### config.mk
export PLATFORM = sky130hd
export DESIGN_NAME = regfile_mp
export DESIGN_NICKNAME = d
export VERILOG_FILES = /design/src/rtl/regfile_mp.sv
export SDC_FILE = /design/constraint.sdc
export NUM_CORES = 1
export LEC_CHECK = 0
export ABC_CLOCK_PERIOD_IN_PS = 7600
export CAP_MARGIN = 20
export CORE_ASPECT_RATIO = 1.1
export CORE_UTILIZATION = 45
export CTS_CLUSTER_DIAMETER = 120
export DETAILED_ROUTE_END_ITERATION = 10
export HOLD_SLACK_MARGIN = 0.08
export SLEW_MARGIN = 30
export SYNTH_ARGS = -nofsm -noshare
export SYNTH_HDL_FRONTEND = slang
export SYNTH_SLANG_ARGS = --single-unit
### constraint.sdc
create_clock -name clk -period 7.6 [get_ports clk]
set_input_delay 2.28 -clock clk [delete_from_list [all_inputs] [get_ports clk]]
set_output_delay 2.28 -clock clk [all_outputs]
set_load 0.02 [all_outputs]
### src/rtl/regfile_mp.sv
// Multi-read-port register file with r0 hard-wired to zero and a sweep-based full clear.
// Optional macro REGFILE_BYPASS_EN forwards same-cycle write data to matching read ports.
module regfile_mp #(
    parameter int DATA_W = 32,
    parameter int ADDR_W = 5,
    parameter int NUM_RD = 2
) (
    input  logic                     clk,
    input  logic                     rst,
    input  logic [NUM_RD*ADDR_W-1:0] rd_addr,
    output logic [NUM_RD*DATA_W-1:0] rd_data,
    input  logic                     wr_en,
    input  logic [ADDR_W-1:0]        wr_addr,
    input  logic [DATA_W-1:0]        wr_data,
    input  logic                     clr_req,
    output logic                     busy
);
    localparam int DEPTH = 2 ** ADDR_W;
    localparam logic [ADDR_W:0] LAST_IDX = (ADDR_W + 1)'(DEPTH - 1);

    typedef enum logic {IDLE, CLEAR} state_t;

    state_t            state_q, state_d;
    logic [ADDR_W:0]   cnt_q, cnt_d;
    logic [DATA_W-1:0] mem_q [DEPTH];
    logic              wr_fire;

    // Control: reset starts a sweep from index 0, regardless of current state.
    always_ff @(posedge clk) begin
        if (rst) begin
            state_q <= CLEAR;
            cnt_q   <= '0;
        end else begin
            state_q <= state_d;
            cnt_q   <= cnt_d;
        end
    end

    always_comb begin
        state_d = state_q;
        cnt_d   = cnt_q;
        case (state_q)
            IDLE: begin
                if (clr_req) begin
                    state_d = CLEAR;
                    cnt_d   = '0;
                end
            end
            CLEAR: begin
                if (cnt_q == LAST_IDX) begin
                    state_d = IDLE;
                    cnt_d   = '0;
                end else begin
                    cnt_d = cnt_q + 1'b1;
                end
            end
            default: begin
                state_d = CLEAR;
                cnt_d   = '0;
            end
        endcase
    end

    assign busy = (state_q == CLEAR);

    // A clear request in the same cycle pre-empts the write.
    assign wr_fire = wr_en && !busy && !clr_req && !rst && (wr_addr != '0);

    always_ff @(posedge clk) begin
        if (busy) begin
            mem_q[cnt_q[ADDR_W-1:0]] <= '0;
        end else if (wr_fire) begin
            mem_q[wr_addr] <= wr_data;
        end
    end

    for (genvar i = 0; i < NUM_RD; i++) begin : g_rd
        logic [ADDR_W-1:0] ra;
        logic [DATA_W-1:0] rdv;

        assign ra = rd_addr[i*ADDR_W +: ADDR_W];

        always_comb begin
            rdv = '0;
            if (!busy && (ra != '0)) begin
`ifdef REGFILE_BYPASS_EN
                if (wr_en && (wr_addr == ra)) begin
                    rdv = wr_data;
                end else begin
                    rdv = mem_q[ra];
                end
`else
                rdv = mem_q[ra];
`endif
            end
        end

        assign rd_data[i*DATA_W +: DATA_W] = rdv;
    end

endmodule

==> results.py <==
metrics = {
    "run_status": {
        "status": "finished, violations left",
        "violations": "design-rule violations",
    },
    "floorplan": {
        "num_io_pins": 116,
        "die_x_um": 315.5,
        "coreArea_um2": 107200,
        "die-area_um2": 109400,
        "die_height_um": 346.8,
        "rows": 126,
        "start_util_pct": 45.37,
    },
    "job": {
        "cap_violations": 0,
    },
    "clocking": {
        "cts_made_buffers": 106,
        "hold_buffers": 0,
        "cts_setup_buffers": 0,
        "clk_latency_ps": 700,
        "clockBufferDepth": 3,
        "ctsResizeCount": 0,
        "cts_sinks": 1031,
        "clk_pin_slew_worst_paths_ps": 50,
        "cts-root-buf": "clkbuf_16",
        "cts_tree": "done",
        "h-tree-depth": 3,
    },
    "timing": {
        "setup_ws_ps": 342.0,
        "max_freq_mhz": 137.8,
        "finalCriticalPeriod_ps": 7258,
        "drv_slew": 0,
        "tightest_slew_ps": 919.3,
        "setup_viol": 0,
        "fin_hold_ws_ps": 569.6,
        "fin_tns_setup_ps": 0,
        "finalHoldViolations": 0,
        "finClkSkew_ps": 25.67,
        "maxSlewHeadroom_pct": 38.71,
        "rsz0062_at_grt": "false",
        "fin_crit_sh_pct": 95.50,
    },
    "layout": {
        "finalNetCount": 3164,
        "final_common_cell": "edfxtp_1",
        "diodes": 0,
        "nFillCells": 8694,
        "mostFrequentLayoutCells": "1024 x edfxtp_1, 262 x mux2i_1, 252 x mux4_2, 196 x mux2_2, 161 x buf_4",
        "drive_gt1_share_pct": 27.94,
        "stdcell_count": 4604,
        "syn2layout_area_growth_pct": 14.67,
    },
    "synthesis": {
        "yosysSeqAreaShare_pct": 63.51,
        "syn_avg_cell_area_um2": 16.42,
        "syn_inst": 2962,
        "synth_edf_count": 1024,
        "synth_cell_types": 56,
        "synth-async-reset-ratio_pct": 0,
        "ys_ff_latch": 1031,
        "synth_nets": 3014,
        "synthFlopType": "edfxtp_1",
        "yosysWarnings": 0,
        "mappedNetlistArea_um2": 48640,
    },
    "power_and_ir_drop": {
        "power.leakage_nw": 16.70,
        "ir_drop_mv": 0.2031,
        "pwr-share-seq_pct": 51.6,
        "power_switching_mw": 2.713,
        "clkPwrFrac_pct": 42.1,
        "intPower_mw": 9.423,
        "p_comb_share_pct": 6.2,
        "p_sw_share_pct": 22.36,
        "powerDensity_nw_per_um2": 217.6,
    },
    "worst_hold_path": {
        "hp-class": "reg2reg",
    },
    "detailed_routing": {
        "remaining_drc_errors": 3,
        "ant_nets": 0,
        "firstDrtPassIters": 8,
        "drt-initial-drc-count": 3537,
        "wirelength_mm": 163.2,
        "vias": 31013,
        "vias_per_cell": 6.736,
        "wire_per_inst_um": 35.44,
    },
    "global_route": {
        "grt_usage_pct": 29.77,
        "grt_pass1_wl_mm": 230.0,
        "grt_max_degree": 62,
        "overflow": 0,
        "antenna_found_initial": 9,
        "grt_pass1_vias": 31799,
    },
    "place": {
        "hpwl_mm": 96.42,
        "gp_congestion": 0.8465,
        "preCtsSetupSlack_ps": 381.1,
        "dp_cells": 4411,
        "io_buffers": 115,
    },
    "setup_path": {
        "slowest_delay_ps": 660,
        "start_kind": "input pin",
        "critPathKind": "in2out",
        "worstPathCellList": "buf_6 -> nand2b_2 -> buf_12 -> o22ai_1 -> or3_1 -> nand4_1 -> clkdlybuf4s50_1",
        "worst_setup_path_end_kind": "primary output",
        "arrival_ps": 4980,
        "critPathMaxFanout": 31,
        "worstPathRequired_ps": 5320,
        "slowest_stage": "clkdlybuf4s50_1",
    },
}
worst max-delay path: cells and delay by family:
| family | cells | cell delay (ps) |
|---|---|---|
| buf+inv | 3 | 1300 |
| compound gates | 1 | 80 |
| simple gates | 3 | 1230 |
area by class of cell:
class	instances	area, µm²	area share [%]
well taps	1408	1762	3.159
clock inverters	63	563.0	1.010
inverters	5	18.77	0.03365
repair buffers	285	2795	5.012
flip-flops and latches	1031	30890	55.39
multi-input cells	1683	16980	30.45
clock buffers	129	2760	4.949
registers in the layout, indices dropped and copies added (netlist names):
register	cells
mem_q	1024
cnt_q	6
busy	1
power groups by stage:
stage | logic (mW) | registers [mW] | clock network [mW]
after floorplan | 0.457 | 6.37 | 0
after global placement | 0.739 | 6.38 | 0
after detailed placement | 0.748 | 6.38 | 0
after CTS | 0.749 | 6.26 | 5.15
after global routing | 0.775 | 6.27 | 5.36
final | 0.757 | 6.26 | 5.11
metal layers:
layer / GRT usage (%) / vias up / share of wire [%]
met2: 49.49 / 1782 / 49
met1: 38.99 / 16293 / 37
met3: 5.376 / 365 / 9.5
met4: 10.84 / 4 / 3.8
met5: 0 / - / 0.015
li1: - / 12569 / -
synthesized netlist by cell type, types with 29 or more instances:
library cell     n  area (µm²)
edfxtp_1      1024       30750
mux2i_1        262        2623
mux4_2         252        5675
mux2_2         196        2207
a22oi_1        135        1013
clkbuf_1       111       416.7
nand3_1         92       460.4
buf_2           84       420.4
a21oi_1         73       365.4
nor2b_1         70       437.9
o21ai_0         68       340.3
o22ai_1         66       412.9
a211oi_1        65       488.0
or3_1           61       381.6
nand4_1         55       344.1
nor2_1          42       157.7
nand2_1         40       150.1
and2_1          36       225.2
a31oi_1         35       219.0
and3_1          35       219.0
buf_4           29       217.7
cells by family after synthesis:
group,Yosys count,share of synthesized area [%]
compound gates,495,6.830
fa+ha+maj,1,0.02572
buf+inv,248,2.410
flops,1031,63.51
mux,711,21.63
simple gates,476,5.598
metrics by stage:
step                      total power [mW]  utilization (%)  area, µm²
after global placement               7.117            48.87      52390
after global routing                 12.40            52.03      55770
after floorplan                      6.831                -      48640
final                                12.14            52.03      55770
after detailed placement             7.132            48.89      52410
after CTS                            12.16            51.99      55730
final timing paths:
path,endpoint,start,cells past startpoint,slack [ps]
setup reg to reg,mem_q[13][26]$_DFFE_PP_,busy$_SDFF_PP1_,7,3970
hold / removal,cnt_q[5]$_SDFFE_PP0P_,cnt_q[5]$_SDFFE_PP0P_,2,570
setup / recovery,rd_data[48],rd_addr[5],7,340
hold reg to reg,cnt_q[5]$_SDFFE_PP0P_,cnt_q[5]$_SDFFE_PP0P_,2,570
Note: power is estimated with default switching activity, not from simulation.
==> edit 1 (same settings) <==
Register the output `rd_data`, without a reset; this adds one clock of latency there. The other outputs are not delayed to match.
--- a/src/rtl/regfile_mp.sv
+++ b/src/rtl/regfile_mp.sv
@@ -20,4 +20,6 @@
 
     typedef enum logic {IDLE, CLEAR} state_t;
+
+    logic [NUM_RD*DATA_W-1:0] rd_data_d;
 
     state_t            state_q, state_d;
@@ -96,5 +98,9 @@
         end
 
-        assign rd_data[i*DATA_W +: DATA_W] = rdv;
+        assign rd_data_d[i*DATA_W +: DATA_W] = rdv;
+    end
+
+    always_ff @(posedge clk) begin
+        rd_data <= rd_data_d;
     end
 
Behaviour: no difference found for any inputs over 4 cycles, from zero or initial values and one cycle with rst high; that may be too few to reach the edited logic, so the function may still have changed.
==> edit 1 against the original RTL <==
  * Sequential share of layout area up 1.8 points
  * Synthesized area up 1.6%
  * Worst setup slack better by 2200 ps
  * Sequential cell count up 64
  * Design area up 0.83%
  * Via count down 12%
  * Total power up 6.3%
  * Routed wire length down 13%
  * Largest cell class unchanged
  * Largest power group unchanged
==> edit 1: results (changes against the original RTL) <==
maximum fanout along the worst path 19 (was 31); VDD IR-drop max 0.189 mV (was 0.203 mV); first-pass GRT wire length 205000 um (was 230000 um); DP Wirelength 86700 um (was 96400 um); clk_skew 16.9 ps (was 25.7 ps); sequential area share after synthesis 0.651 (was 0.635); Total GRT Usage 0.257 (was 0.298); Post-Route M1 WL 58500 um (was 61100 um); GPL Wtd Cong 0.866 (was 0.847); Crit path max-delay family simple AND/OR/NAND/NOR gates (was buffers and inverters); Avg Inst Size Synth 20.2 um^2 (was 16.4 um^2); met3 WL 11400 um (was 15500 um); Cells after DPL 3883 (was 4411); layout cells sized above 1 0.312 (was 0.279); total CTS buffers 109 (was 106); Synth cell types 55 (was 56); Cell Area, Placed 52600 um^2 (was 52400 um^2); DR pass1 iterations 5 (was 8); slowest cell delay on critical path 730 ps (was 660 ps); vias per inst 6.65 (was 6.74); outcome finished, final reports clean (was complete, but fails checks); Slowest-stage cell, CP nor2_4 (was clkdlybuf4s50_1); Max Used Layer met4 (was met5); nets@finish 2629 (was 3164); drt wl/cell 34.8 um (was 35.4 um); largest net degree at the start of global routing 122 (was 62); dpl ws 1830 ps (was 381 ps)
-- edit 1: worst paths after layout --
path / startpoint / endpoint / slack [ps] / depth (start not counted)
max: rst / mem_q[24][23] / 2500 / 6
min: cnt_q[5] / cnt_q[5] / 520 / 2
max reg2reg: busy / mem_q[24][23] / 4000 / 5
min reg2reg: cnt_q[5] / cnt_q[5] / 520 / 2
-- edit 1: kinds of logic after synthesis --
kind of cell	synth area share
AOI/OAI and AO/OA	0.0551
adders and majority gates	0.000253
buffers and inverters	0.0227
DFF	0.651
muxes	0.257
and+or+nand+nor	0.0143
-- edit 1: power breakdown --
part / switching (mW) / leakage, nW / internal (mW) / total (mW)
clock: 2.31 / 1.75 / 3.19 / 5.50
sequential: 0.0312 / 10.2 / 6.56 / 6.59
combinational: 0.461 / 6.19 / 0.342 / 0.803
-- edit 1: worst reg2reg max path, stage by stage (launching register included) --
cell,delay (ps)
dfxtp_1,560
nor4b_1,770
and2_1,320
a32oi_1,360
nor2_4,730
buf_4,510
-- edit 1: final cells by class --
type	instances	area (um^2)
fill	8528	52800
antenna	1	2.50
sequential	1095	32200
tap	1419	1780
multi-input combinational	1152	16500
timing repair buffer	213	2180
clock inverter	61	701
inverter	6	22.5
clock buffer	143	2930
-- edit 1: metal layers --
| layer | vias to the layer above | track usage |
|---|---|---|
| li1 | 10900 | - |
| met4 | 0 | 0.0647 |
| met1 | 14800 | 0.357 |
| met5 | - | 0.000427 |
| met3 | 210 | 0.0436 |
| met2 | 1261 | 0.421 |
==> edit 2 (same settings) <==
Made on the original files. Set the parameter `NUM_RD` to 1 (it was 2).
--- a/src/rtl/regfile_mp.sv
+++ b/src/rtl/regfile_mp.sv
@@ -4,5 +4,5 @@
     parameter int DATA_W = 32,
     parameter int ADDR_W = 5,
-    parameter int NUM_RD = 2
+    parameter int NUM_RD = 1
 ) (
     input  logic                     clk,
Interface: changed (resized rd_addr and rd_data); port bits go from 116 to 79. The function was not compared with the original's and may differ.
==> edit 2 against the original RTL <==
  * Cell count down 26%
  * Total power down 4.1%
  * Synthesized area down 18%
  * Non-clock buffer count down 111
  * Worst setup slack better by 53 ps
  * Sequential cell count unchanged
  * Largest power group unchanged
  * Clock power down 3%
  * Clock skew down 5.2 ps
  * Critical path type unchanged
  * Routed wire length down 36%
  * Design area down 17%
  * Sequential share of layout area up 11 points
  * First-iteration DRC count down 37%
  * Register-to-register slack better by 170 ps
  * Die area down 17%
==> edit 2: results (changes against the original RTL) <==
DP Wirelength 61400 um (was 96400 um); Syn Nets 2070 (was 3014); maximum fanout along the worst path 12 (was 31); nets@finish 2218 (was 3164); slowest cell delay on critical path 720 ps (was 660 ps); worst slew pin tran 957 ps (was 919 ps); outcome finished, final reports clean (was complete, but fails checks); top cells by instance count after synthesis edfxtp_1 (1024), mux2i_1 (261), a22oi_1 (130) (was edfxtp_1 (1024), mux2i_1 (262), mux4_2 (252)); first-pass GRT wire length 149000 um (was 230000 um); drt wl/cell 30.5 um (was 35.4 um); Non-Filler Instances 3409 (was 4604); Total GRT Usage 0.233 (was 0.298); largest net degree at the start of global routing 64 (was 62); GPL Wtd Cong 0.805 (was 0.847); residual DRC count 0 (was 3); Avg Inst Size Synth 19.8 um^2 (was 16.4 um^2); vias 20500 (was 31000); layout cells sized above 1 0.206 (was 0.279); sequential area share after synthesis 0.770 (was 0.635); CP arrival 4920 ps (was 4980 ps); Synth cell types 49 (was 56); Slowest-stage cell, CP clkdlybuf4s50_1 (unchanged); VDD IR-drop max 0.159 mV (was 0.203 mV); synth top area cells edfxtp_1 (77%), mux4_2 (7.1%), mux2i_1 (6.5%) (was edfxtp_1 (63%), mux4_2 (12%), mux2i_1 (5.4%)); initial antenna violation count 2 (was 9); I/O Buffers 78 (was 115); worst skew pair latency 670 ps (was 700 ps); # fillers 6793 (was 8694); Cells after DPL 3231 (was 4411); vias in the first global route 20900 (was 31800); total CTS buffers 98 (was 106); DR pass1 iterations 5 (was 8)
edit 2: routing by layer:
layer | track usage | part of all wire
met4 | 0.0722 | 0.026
met5 | 0 | 0.00013
met2 | 0.383 | 0.49
met1 | 0.316 | 0.41
met3 | 0.0428 | 0.075
edit 2: area by class of cell:
| cell class | instances | area [um^2] | share of cell area |
|---|---|---|---|
| clock buffers | 117 | 2590 | 0.0559 |
| multi-input cells | 860 | 8940 | 0.193 |
| repair buffers | 174 | 1760 | 0.0380 |
| clock inverters | 61 | 658 | 0.0142 |
| well taps | 1160 | 1450 | 0.0313 |
| flip-flops and latches | 1031 | 30900 | 0.667 |
| inverters | 6 | 22.5 | 0.000486 |
edit 2: report_power, final:
group | switching (mW) | total [mW] | internal, mW
sequential | 0.0170 | 6.25 | 6.23
clock | 2.12 | 4.96 | 2.84
combinational | 0.260 | 0.428 | 0.169
edit 2: through the flow:
stage | cell area (um^2) | worst slack [ps] | hold slack, ps
after floorplan | 40100 | 1480 | 524
after global placement | 42900 | 377 | 549
after detailed placement | 43000 | 366 | 576
after CTS | 46300 | 372 | 597
after global routing | 46300 | 319 | 641
final | 46300 | 395 | 595
edit 2: final timing paths:
| path | start | endpoint | slack (ps) | cells past startpoint |
|---|---|---|---|---|
| hold reg to reg | cnt_q[5] | cnt_q[5] | 600 | 2 |
| hold / removal | cnt_q[5] | cnt_q[5] | 600 | 2 |
| setup / recovery | rd_addr[4] | rd_data[1] | 400 | 6 |
| setup reg to reg | busy | mem_q[1][2] | 4140 | 6 |
edit 2: critical path, delay by kind of cell:
| family | cells | cell delay, ps |
|---|---|---|
| buf+inv | 3 | 1720 |
| simple gates | 3 | 910 |
edit 2: cell families (layout without fill, tap and decap cells):
group | Yosys count | in the layout | share of synthesized area
adder cells (fa/ha/maj) | 1 | 1 | 0.000312
multiplexers | 387 | 387 | 0.136
buffers and inverters | 132 | 358 | 0.0167
flip-flops | 1031 | 1031 | 0.770
AO/OA/AOI/OAI | 222 | 222 | 0.0422
AND/OR/NAND/NOR | 250 | 250 | 0.0346
